==> src/rtl/gpu_ctrl_pkg.sv <==
// Shared types and constants for the 2D GPU shape sequencer.
package gpu_ctrl_pkg;

    typedef enum logic [1:0] {
        LINE    = 2'd0,
        POLYGON = 2'd1,
        CIRCLE  = 2'd2,
        RSVD    = 2'd3
    } shape_t;

    typedef enum logic [2:0] {
        IDLE   = 3'd0,
        DECODE = 3'd1,
        START  = 3'd2,
        RUN    = 3'd3,
        PUSH   = 3'd4,
        NEXT   = 3'd5,
        DONE   = 3'd6
    } seq_state_t;

    localparam logic PRIM_LINE = 1'b0;
    localparam logic PRIM_ARC  = 1'b1;

endpackage

==> src/rtl/shape_sequencer_if.sv <==
// Command, primitive-engine and Avalon write bundle for the shape sequencer.
interface shape_sequencer_if #(
    parameter int PIX_W = 32,
    parameter int CNT_W = 16,
    parameter int IDX_W = 3
);
    logic             cmd_valid;
    logic             cmd_ready;
    logic [1:0]       cmd_shape;
    logic [IDX_W:0]   cmd_nverts;
    logic             prim_start;
    logic             prim_mode;
    logic [IDX_W-1:0] prim_sel;
    logic             prim_last;
    logic             prim_pix_valid;
    logic [PIX_W-1:0] prim_pix_data;
    logic             prim_pix_ready;
    logic             prim_done;
    logic             avm_write;
    logic [PIX_W-1:0] avm_writedata;
    logic             avm_waitrequest;
    logic             shapedone;
    logic             err_badshape;
    logic             busy;
    logic [CNT_W-1:0] pix_count;

    // Sequencer side
    modport slave (
        input  cmd_valid, cmd_shape, cmd_nverts,
        input  prim_pix_valid, prim_pix_data, prim_done, avm_waitrequest,
        output cmd_ready, prim_start, prim_mode, prim_sel, prim_last,
        output prim_pix_ready, avm_write, avm_writedata,
        output shapedone, err_badshape, busy, pix_count
    );

    // Environment side: command source, engine and memory
    modport master (
        output cmd_valid, cmd_shape, cmd_nverts,
        output prim_pix_valid, prim_pix_data, prim_done, avm_waitrequest,
        input  cmd_ready, prim_start, prim_mode, prim_sel, prim_last,
        input  prim_pix_ready, avm_write, avm_writedata,
        input  shapedone, err_badshape, busy, pix_count
    );
endinterface

==> src/rtl/shape_sequencer_pix_write_port.sv <==
// Single-entry pixel holding register feeding the Avalon-MM write port.
module pix_write_port #(
    parameter int PIX_W = 32
) (
    input  logic             clk,
    input  logic             nreset,
    input  logic             load,
    input  logic [PIX_W-1:0] load_data,
    input  logic             avm_waitrequest,
    output logic             avm_write,
    output logic [PIX_W-1:0] avm_writedata,
    output logic             accepted
);
    logic             full;
    logic [PIX_W-1:0] data;

    // Hold the pixel until the slave stops stalling; reset drops the request at once
    always_ff @(posedge clk or negedge nreset) begin
        if (!nreset) begin
            full <= 1'b0;
            data <= '0;
        end else if (load) begin
            full <= 1'b1;
            data <= load_data;
        end else if (full && !avm_waitrequest) begin
            full <= 1'b0;
        end
    end

    assign avm_write     = full;
    assign avm_writedata = data;
    assign accepted      = full & ~avm_waitrequest;
endmodule

==> src/rtl/shape_sequencer.sv <==
// Shape command sequencer: steps the primitive engine through edges/octants
// and forwards each generated pixel to the frame-buffer write port.
module shape_sequencer
    import gpu_ctrl_pkg::*;
#(
    parameter int MAX_VERTS = 8,
    parameter int ARC_COUNT = 8,
    parameter int PIX_W     = 32,
    parameter int CNT_W     = 16,
    parameter int IDX_W     = $clog2(MAX_VERTS > ARC_COUNT ? MAX_VERTS : ARC_COUNT)
) (
    input logic               clk,
    input logic               nreset,
    shape_sequencer_if.slave  bus
);
    localparam logic [IDX_W:0] MAXV = (IDX_W+1)'(MAX_VERTS);
    localparam logic [IDX_W:0] ARCS = (IDX_W+1)'(ARC_COUNT);
    localparam logic [IDX_W:0] MINV = (IDX_W+1)'(3);

    seq_state_t       state;
    shape_t           shape_q;
    logic [IDX_W:0]   nverts_q;
    logic [IDX_W:0]   total;
    logic [IDX_W-1:0] idx;
    logic [CNT_W-1:0] pix_cnt;
    logic             done_pend;
    logic             bad_cmd;
    logic             is_last;
    logic             prim_active;
    logic             wr_load;
    logic             wr_accepted;

    assign bad_cmd = (shape_q == RSVD) ||
                     ((shape_q == POLYGON) && ((nverts_q < MINV) || (nverts_q > MAXV)));
    assign is_last = ({1'b0, idx} == (total - 1'b1));
    assign wr_load = (state == RUN) && bus.prim_pix_valid;

    // Sequencer FSM with shape, index and pixel-count registers
    always_ff @(posedge clk or negedge nreset) begin
        if (!nreset) begin
            state     <= IDLE;
            shape_q   <= LINE;
            nverts_q  <= '0;
            total     <= '0;
            idx       <= '0;
            pix_cnt   <= '0;
            done_pend <= 1'b0;
        end else begin
            case (state)
                IDLE: begin
                    if (bus.cmd_valid) begin
                        shape_q   <= shape_t'(bus.cmd_shape);
                        nverts_q  <= bus.cmd_nverts;
                        pix_cnt   <= '0;
                        idx       <= '0;
                        done_pend <= 1'b0;
                        state     <= DECODE;
                    end
                end
                DECODE: begin
                    if (bad_cmd) begin
                        state <= IDLE;
                    end else begin
                        case (shape_q)
                            LINE:    total <= (IDX_W+1)'(1);
                            POLYGON: total <= nverts_q;
                            default: total <= ARCS;
                        endcase
                        state <= START;
                    end
                end
                START: state <= RUN;
                RUN: begin
                    if (bus.prim_pix_valid) begin
                        // A done arriving with the last pixel is remembered until the write lands
                        done_pend <= bus.prim_done;
                        state     <= PUSH;
                    end else if (bus.prim_done) begin
                        state <= NEXT;
                    end
                end
                PUSH: begin
                    if (bus.prim_done) done_pend <= 1'b1;
                    if (wr_accepted) begin
                        if (pix_cnt != '1) pix_cnt <= pix_cnt + 1'b1;
                        if (done_pend || bus.prim_done) begin
                            done_pend <= 1'b0;
                            state     <= NEXT;
                        end else begin
                            state <= RUN;
                        end
                    end
                end
                NEXT: begin
                    if (is_last) begin
                        state <= DONE;
                    end else begin
                        idx   <= idx + 1'b1;
                        state <= START;
                    end
                end
                DONE:    state <= IDLE;
                default: state <= IDLE;
            endcase
        end
    end

    assign prim_active = (state == START) || (state == RUN) ||
                         (state == PUSH)  || (state == NEXT);

    assign bus.cmd_ready      = (state == IDLE);
    assign bus.busy           = (state != IDLE);
    assign bus.prim_start     = (state == START);
    assign bus.prim_mode      = prim_active && (shape_q == CIRCLE) ? PRIM_ARC : PRIM_LINE;
    assign bus.prim_sel       = prim_active ? idx : '0;
    assign bus.prim_last      = prim_active && is_last;
    assign bus.prim_pix_ready = (state == RUN);
    assign bus.shapedone      = (state == DONE);
    assign bus.err_badshape   = (state == DECODE) && bad_cmd;
    assign bus.pix_count      = pix_cnt;

    pix_write_port #(
        .PIX_W (PIX_W)
    ) u_wr (
        .clk             (clk),
        .nreset          (nreset),
        .load            (wr_load),
        .load_data       (bus.prim_pix_data),
        .avm_waitrequest (bus.avm_waitrequest),
        .avm_write       (bus.avm_write),
        .avm_writedata   (bus.avm_writedata),
        .accepted        (wr_accepted)
    );
endmodule

==> src/flat_wrapper.sv <==
// flat-port wrapper written by rule: the top's interface ports become plain ports
module shape_sequencer_flat import gpu_ctrl_pkg::*;
#(
    parameter int MAX_VERTS = 8,
    parameter int ARC_COUNT = 8,
    parameter int PIX_W     = 32,
    parameter int CNT_W     = 16,
    parameter int IDX_W     = $clog2(MAX_VERTS > ARC_COUNT ? MAX_VERTS : ARC_COUNT)
)
  (clk, nreset, bus_cmd_valid, bus_cmd_shape, bus_cmd_nverts, bus_prim_pix_valid, bus_prim_pix_data, bus_prim_done, bus_avm_waitrequest, bus_cmd_ready, bus_prim_start, bus_prim_mode, bus_prim_sel, bus_prim_last, bus_prim_pix_ready, bus_avm_write, bus_avm_writedata, bus_shapedone, bus_err_badshape, bus_busy, bus_pix_count);
  shape_sequencer_if #(.PIX_W(PIX_W), .CNT_W(CNT_W), .IDX_W(IDX_W)) bus_i ();
  input logic clk;
  input logic nreset;
  input wire logic [$bits(bus_i.cmd_valid)-1:0] bus_cmd_valid;
  input wire logic [$bits(bus_i.cmd_shape)-1:0] bus_cmd_shape;
  input wire logic [$bits(bus_i.cmd_nverts)-1:0] bus_cmd_nverts;
  input wire logic [$bits(bus_i.prim_pix_valid)-1:0] bus_prim_pix_valid;
  input wire logic [$bits(bus_i.prim_pix_data)-1:0] bus_prim_pix_data;
  input wire logic [$bits(bus_i.prim_done)-1:0] bus_prim_done;
  input wire logic [$bits(bus_i.avm_waitrequest)-1:0] bus_avm_waitrequest;
  output wire logic [$bits(bus_i.cmd_ready)-1:0] bus_cmd_ready;
  output wire logic [$bits(bus_i.prim_start)-1:0] bus_prim_start;
  output wire logic [$bits(bus_i.prim_mode)-1:0] bus_prim_mode;
  output wire logic [$bits(bus_i.prim_sel)-1:0] bus_prim_sel;
  output wire logic [$bits(bus_i.prim_last)-1:0] bus_prim_last;
  output wire logic [$bits(bus_i.prim_pix_ready)-1:0] bus_prim_pix_ready;
  output wire logic [$bits(bus_i.avm_write)-1:0] bus_avm_write;
  output wire logic [$bits(bus_i.avm_writedata)-1:0] bus_avm_writedata;
  output wire logic [$bits(bus_i.shapedone)-1:0] bus_shapedone;
  output wire logic [$bits(bus_i.err_badshape)-1:0] bus_err_badshape;
  output wire logic [$bits(bus_i.busy)-1:0] bus_busy;
  output wire logic [$bits(bus_i.pix_count)-1:0] bus_pix_count;
  assign bus_i.cmd_valid = bus_cmd_valid;
  assign bus_i.cmd_shape = bus_cmd_shape;
  assign bus_i.cmd_nverts = bus_cmd_nverts;
  assign bus_i.prim_pix_valid = bus_prim_pix_valid;
  assign bus_i.prim_pix_data = bus_prim_pix_data;
  assign bus_i.prim_done = bus_prim_done;
  assign bus_i.avm_waitrequest = bus_avm_waitrequest;
  assign bus_cmd_ready = bus_i.cmd_ready;
  assign bus_prim_start = bus_i.prim_start;
  assign bus_prim_mode = bus_i.prim_mode;
  assign bus_prim_sel = bus_i.prim_sel;
  assign bus_prim_last = bus_i.prim_last;
  assign bus_prim_pix_ready = bus_i.prim_pix_ready;
  assign bus_avm_write = bus_i.avm_write;
  assign bus_avm_writedata = bus_i.avm_writedata;
  assign bus_shapedone = bus_i.shapedone;
  assign bus_err_badshape = bus_i.err_badshape;
  assign bus_busy = bus_i.busy;
  assign bus_pix_count = bus_i.pix_count;
  shape_sequencer #(.MAX_VERTS(MAX_VERTS), .ARC_COUNT(ARC_COUNT), .PIX_W(PIX_W), .CNT_W(CNT_W), .IDX_W(IDX_W)) u_core (.clk(clk), .nreset(nreset), .bus(bus_i));
endmodule
==> config.mk <==
export PLATFORM = sky130hd
export DESIGN_NAME = shape_sequencer_flat
export DESIGN_NICKNAME = d
export VERILOG_FILES = /design/src/rtl/gpu_ctrl_pkg.sv /design/src/rtl/shape_sequencer_if.sv /design/src/rtl/shape_sequencer_pix_write_port.sv /design/src/rtl/shape_sequencer.sv /design/src/flat_wrapper.sv
export SDC_FILE = /design/constraint.sdc
export NUM_CORES = 1
export LEC_CHECK = 0
export ABC_CLOCK_PERIOD_IN_PS = 2500
export BUFFER_PORTS_ARGS = -buffer_cell sky130_fd_sc_hd__buf_2
export CORE_MARGIN = 1.5
export CORE_UTILIZATION = 35
export CTS_BUF_LIST = sky130_fd_sc_hd__clkbuf_8
export DETAILED_ROUTE_END_ITERATION = 10
export SKIP_CTS_REPAIR_TIMING = 1
export SYNTH_ARGS = -nofsm -noshare
export SYNTH_HDL_FRONTEND = slang
export SYNTH_HIERARCHICAL = 1
export SYNTH_SLANG_ARGS = --single-unit
==> constraint.sdc <==
create_clock -name clk -period 2.5 [get_ports clk]
set_input_delay 0.25 -clock clk [delete_from_list [all_inputs] [get_ports clk]]
set_output_delay 0.25 -clock clk [all_outputs]
set_load 0.01 [all_outputs]
==> run metrics <==
Synth area leader=dfrtp_1; total power draw=~0.005 W; Area after DPL=about 0.0040 sq mm; synthesized instance count=about 300; ratio of cells with drive above 1 in the final layout=just over 40%; num rows=35; gr usage total=between 10% and 20%; Crit. End Element=output pin; Worst path max stage delay=around 0.4 ns; EDFF count, synth=0; DR vias=about 2800; Die ar.=slightly above 0.01 sq mm; YS warnings=6; Setup Skew=0.0108 ns; Fmax=approximately 440 MHz; Post-synth top flop=dfrtp_1; synthesized area per cell=approximately 11 sq um; PD cells=between 1000 and 1500 mW/mm^2; worst reg2reg setup slack=roughly 0.26 ns; Lkg Pwr=between 2 and 2.5 nW; transition time of the tightest slew-check pin=around 0.75 ns; Setup Viol. Count Final=0; Wirelength per Cell=around 15 um; TritonRoute pass-1 iters=4; Async SR Flop Fraction=100%; CTS root buf=clkbuf_8; largest net degree at the start of global routing=35; fin crit period=roughly 2.3 ns; hold slack=-0.0205 ns; initial antenna violation count=1; IO Pins=about 100; cell area after synthesis=between 0.003 and 0.004 sq mm; final hold viol count=31; WP data arrival=between 2 and 2.5 ns; CTS buffer count=9; clk sink count=66; Core Region=roughly 0.0093 sq mm; Max-slew headroom=between 50% and 60%; Longest Clk Path Bufs=2; placed insts=between 500 and 600; CP max FO=5; Die H=approximately 100 um; CP max stage cell=dfrtp_1; setup ws final=roughly 0.23 ns; Avg Vias per Cell=~5.1; ANT nets after route=0; Port Buf Inserts=103; first-pass GRT wire length=~13000 um; sequential element share of the synthesized area=49.0%; status=finished with violations; vias in the first global route=about 2700; Area contributors post-synth=dfrtp_1, mux2_4, nand2_1; initial DRC count=~160; Final TNS setup=0 ns; max-cap violations=0; NumNets Final=approximately 460; Die X=around 100 um; failing checks=negative hold slack; area grow syn2layout=26.3%; Cell Chain, Critical Path=inv_1 > ha_1 > xnor2_1 > a211oi_1 > and3_1 > buf_2; Hold Crit Class=in2async; CTS tree=yes; GP Congestion=between 0.7 and 0.8; final WL=7890 um; fill count=909; Tcrit/Tclk final=between 90% and 100%; dpl hpwl=between 5000 and 6000 um; worst endpoint required time=around 2.3 ns; worst-skew pair later-pin latency=around 0.33 ns; Slew Viols, Final=0; Final Cell Area=~0.0043 sq mm; post-synth top area share=49.0%; post-route insts no fill=between 500 and 600; Peak VDD IR=between 0.0003 and 0.0004 V; RSZ-0062 raised after global routing=false; GRT Residual Overflow=0; clk slew on worst S/H paths=0.08 ns; H-tree Lvls=3; Critical Path Source Type=flop; DR DRC count=0; Synth Register Bits=66; post-synthesis cell type count=54; Crit Path Class=reg2out; post-synth net total=between 300 and 400; Starting Density=between 30% and 40%; dpl ws=~0.31 ns
worst paths after layout:
kind	from	endpoint	depth (start not counted)
max	u_core/total[0]	bus_prim_last	6
min	nreset	u_core/u_wr/avm_writedata[11]	1
max reg2reg	u_core/u_wr/avm_write	u_core/bus.pix_count[15]	5
min reg2reg	u_core/u_wr/avm_writedata[2]	u_core/u_wr/avm_writedata[2]	1
max in group asynchronous	nreset	u_core/bus.pix_count[14]	2
min in group clk	bus_cmd_nverts[1]	u_core/nverts_q[1]	3
cell families (layout without fill, tap and decap cells):
family	count (synthesis)	after routing	synth area share (%)
adder cells (fa/ha/maj)	3	3	1.11
multiplexers	43	43	17.3
XOR/XNOR	4	4	1.04
other	0	1	0
AO/OA/AOI/OAI	54	54	10.7
buffers and inverters	26	141	4.67
flip-flops	66	66	49.0
AND/OR/NAND/NOR	103	103	16.2
cells in the final DEF (no fill, tap or decap), types with 6 or more instances in the layout:
cell / n
mux2_4: 29
mux2i_1: 8
clkbuf_8: 9
o21ai_0: 7
buf_2: 103
buf_4: 7
mux2_2: 6
nor2_1: 15
o31ai_1: 7
inv_1: 12
dfrtp_1: 66
nand3_1: 9
or4_1: 6
a21oi_1: 17
nand2_1: 30
nand4_1: 7
per-layer routing:
metal	vias up	global-route usage [%]	share of wire (%)	wire length, um
met1	1336	21.1	46	3640
met5	-	0	0	0
met3	11	3.80	6.9	545
li1	1309	-	-	-
met4	0	5.98	1.4	108
met2	116	24.7	46	3590
sequential cells by signal, indices dropped and copies added (netlist names):
| signal | cells |
|---|---|
| u_core/shape_q | 2 |
| u_core/idx | 3 |
| u_core/state | 3 |
| u_core/bus.pix_count | 16 |
| u_core/u_wr/avm_writedata | 32 |
| u_core/done_pend | 1 |
| u_core/total | 4 |
| u_core/u_wr/avm_write | 1 |
| u_core/nverts_q | 4 |
area by class of cell:
type / count / area, sq um / area share [%]
Antenna cell: 1 / 2.50 / 0.0587
Multi-Input combinational cell: 207 / 1570 / 36.7
Inverter: 13 / 48.8 / 1.15
Tap cell: 129 / 161 / 3.79
Timing Repair Buffer: 112 / 608 / 14.3
Sequential cell: 66 / 1650 / 38.8
Clock buffer: 9 / 124 / 2.91
Clock inverter: 7 / 100 / 2.35
cell usage after synthesis, types with 3 or more instances:
library cell / count
o31ai_1: 7
a211oi_1: 4
dfrtp_1: 66
or3_1: 4
inv_1: 12
nand3_1: 9
mux2_4: 29
mux2i_1: 8
mux2_2: 6
buf_2: 3
nand2_1: 30
or4_1: 6
and2_1: 4
nor2b_1: 3
o21ai_0: 7
or2_2: 3
and3_1: 4
nand4_1: 7
buf_12: 3
nor3_1: 4
nor2_1: 15
a21oi_1: 17
ha_1: 3
nor4_1: 3
clkbuf_1: 5
report_power, final:
| part | internal [W] | switching, W |
|---|---|---|
| combinational | 0.00109 | 0.00107 |
| sequential | 0.00148 | 0.000295 |
| clock | 0.000570 | 0.000422 |
per-stage QoR:
step	utilization, %	hold slack, ns
2_1_floorplan	-	-0.0456
6_report	45.9	-0.0205
5_1_grt	45.9	0.0241
3_5_place_dp	43.5	0.356
4_1_cts	45.9	-0.0124
3_3_place_gp	43.5	0.359
worst max-delay path: cells and delay by family (launching register included):
kind | cells | cell delay [ns]
compound gates | 1 | 0.41
xor+xnor | 1 | 0.13
fa+ha+maj | 1 | 0.30
buf+inv | 2 | 0.21
flops | 1 | 0.41
simple gates | 1 | 0.23
(Power assumes the default switching activity.)
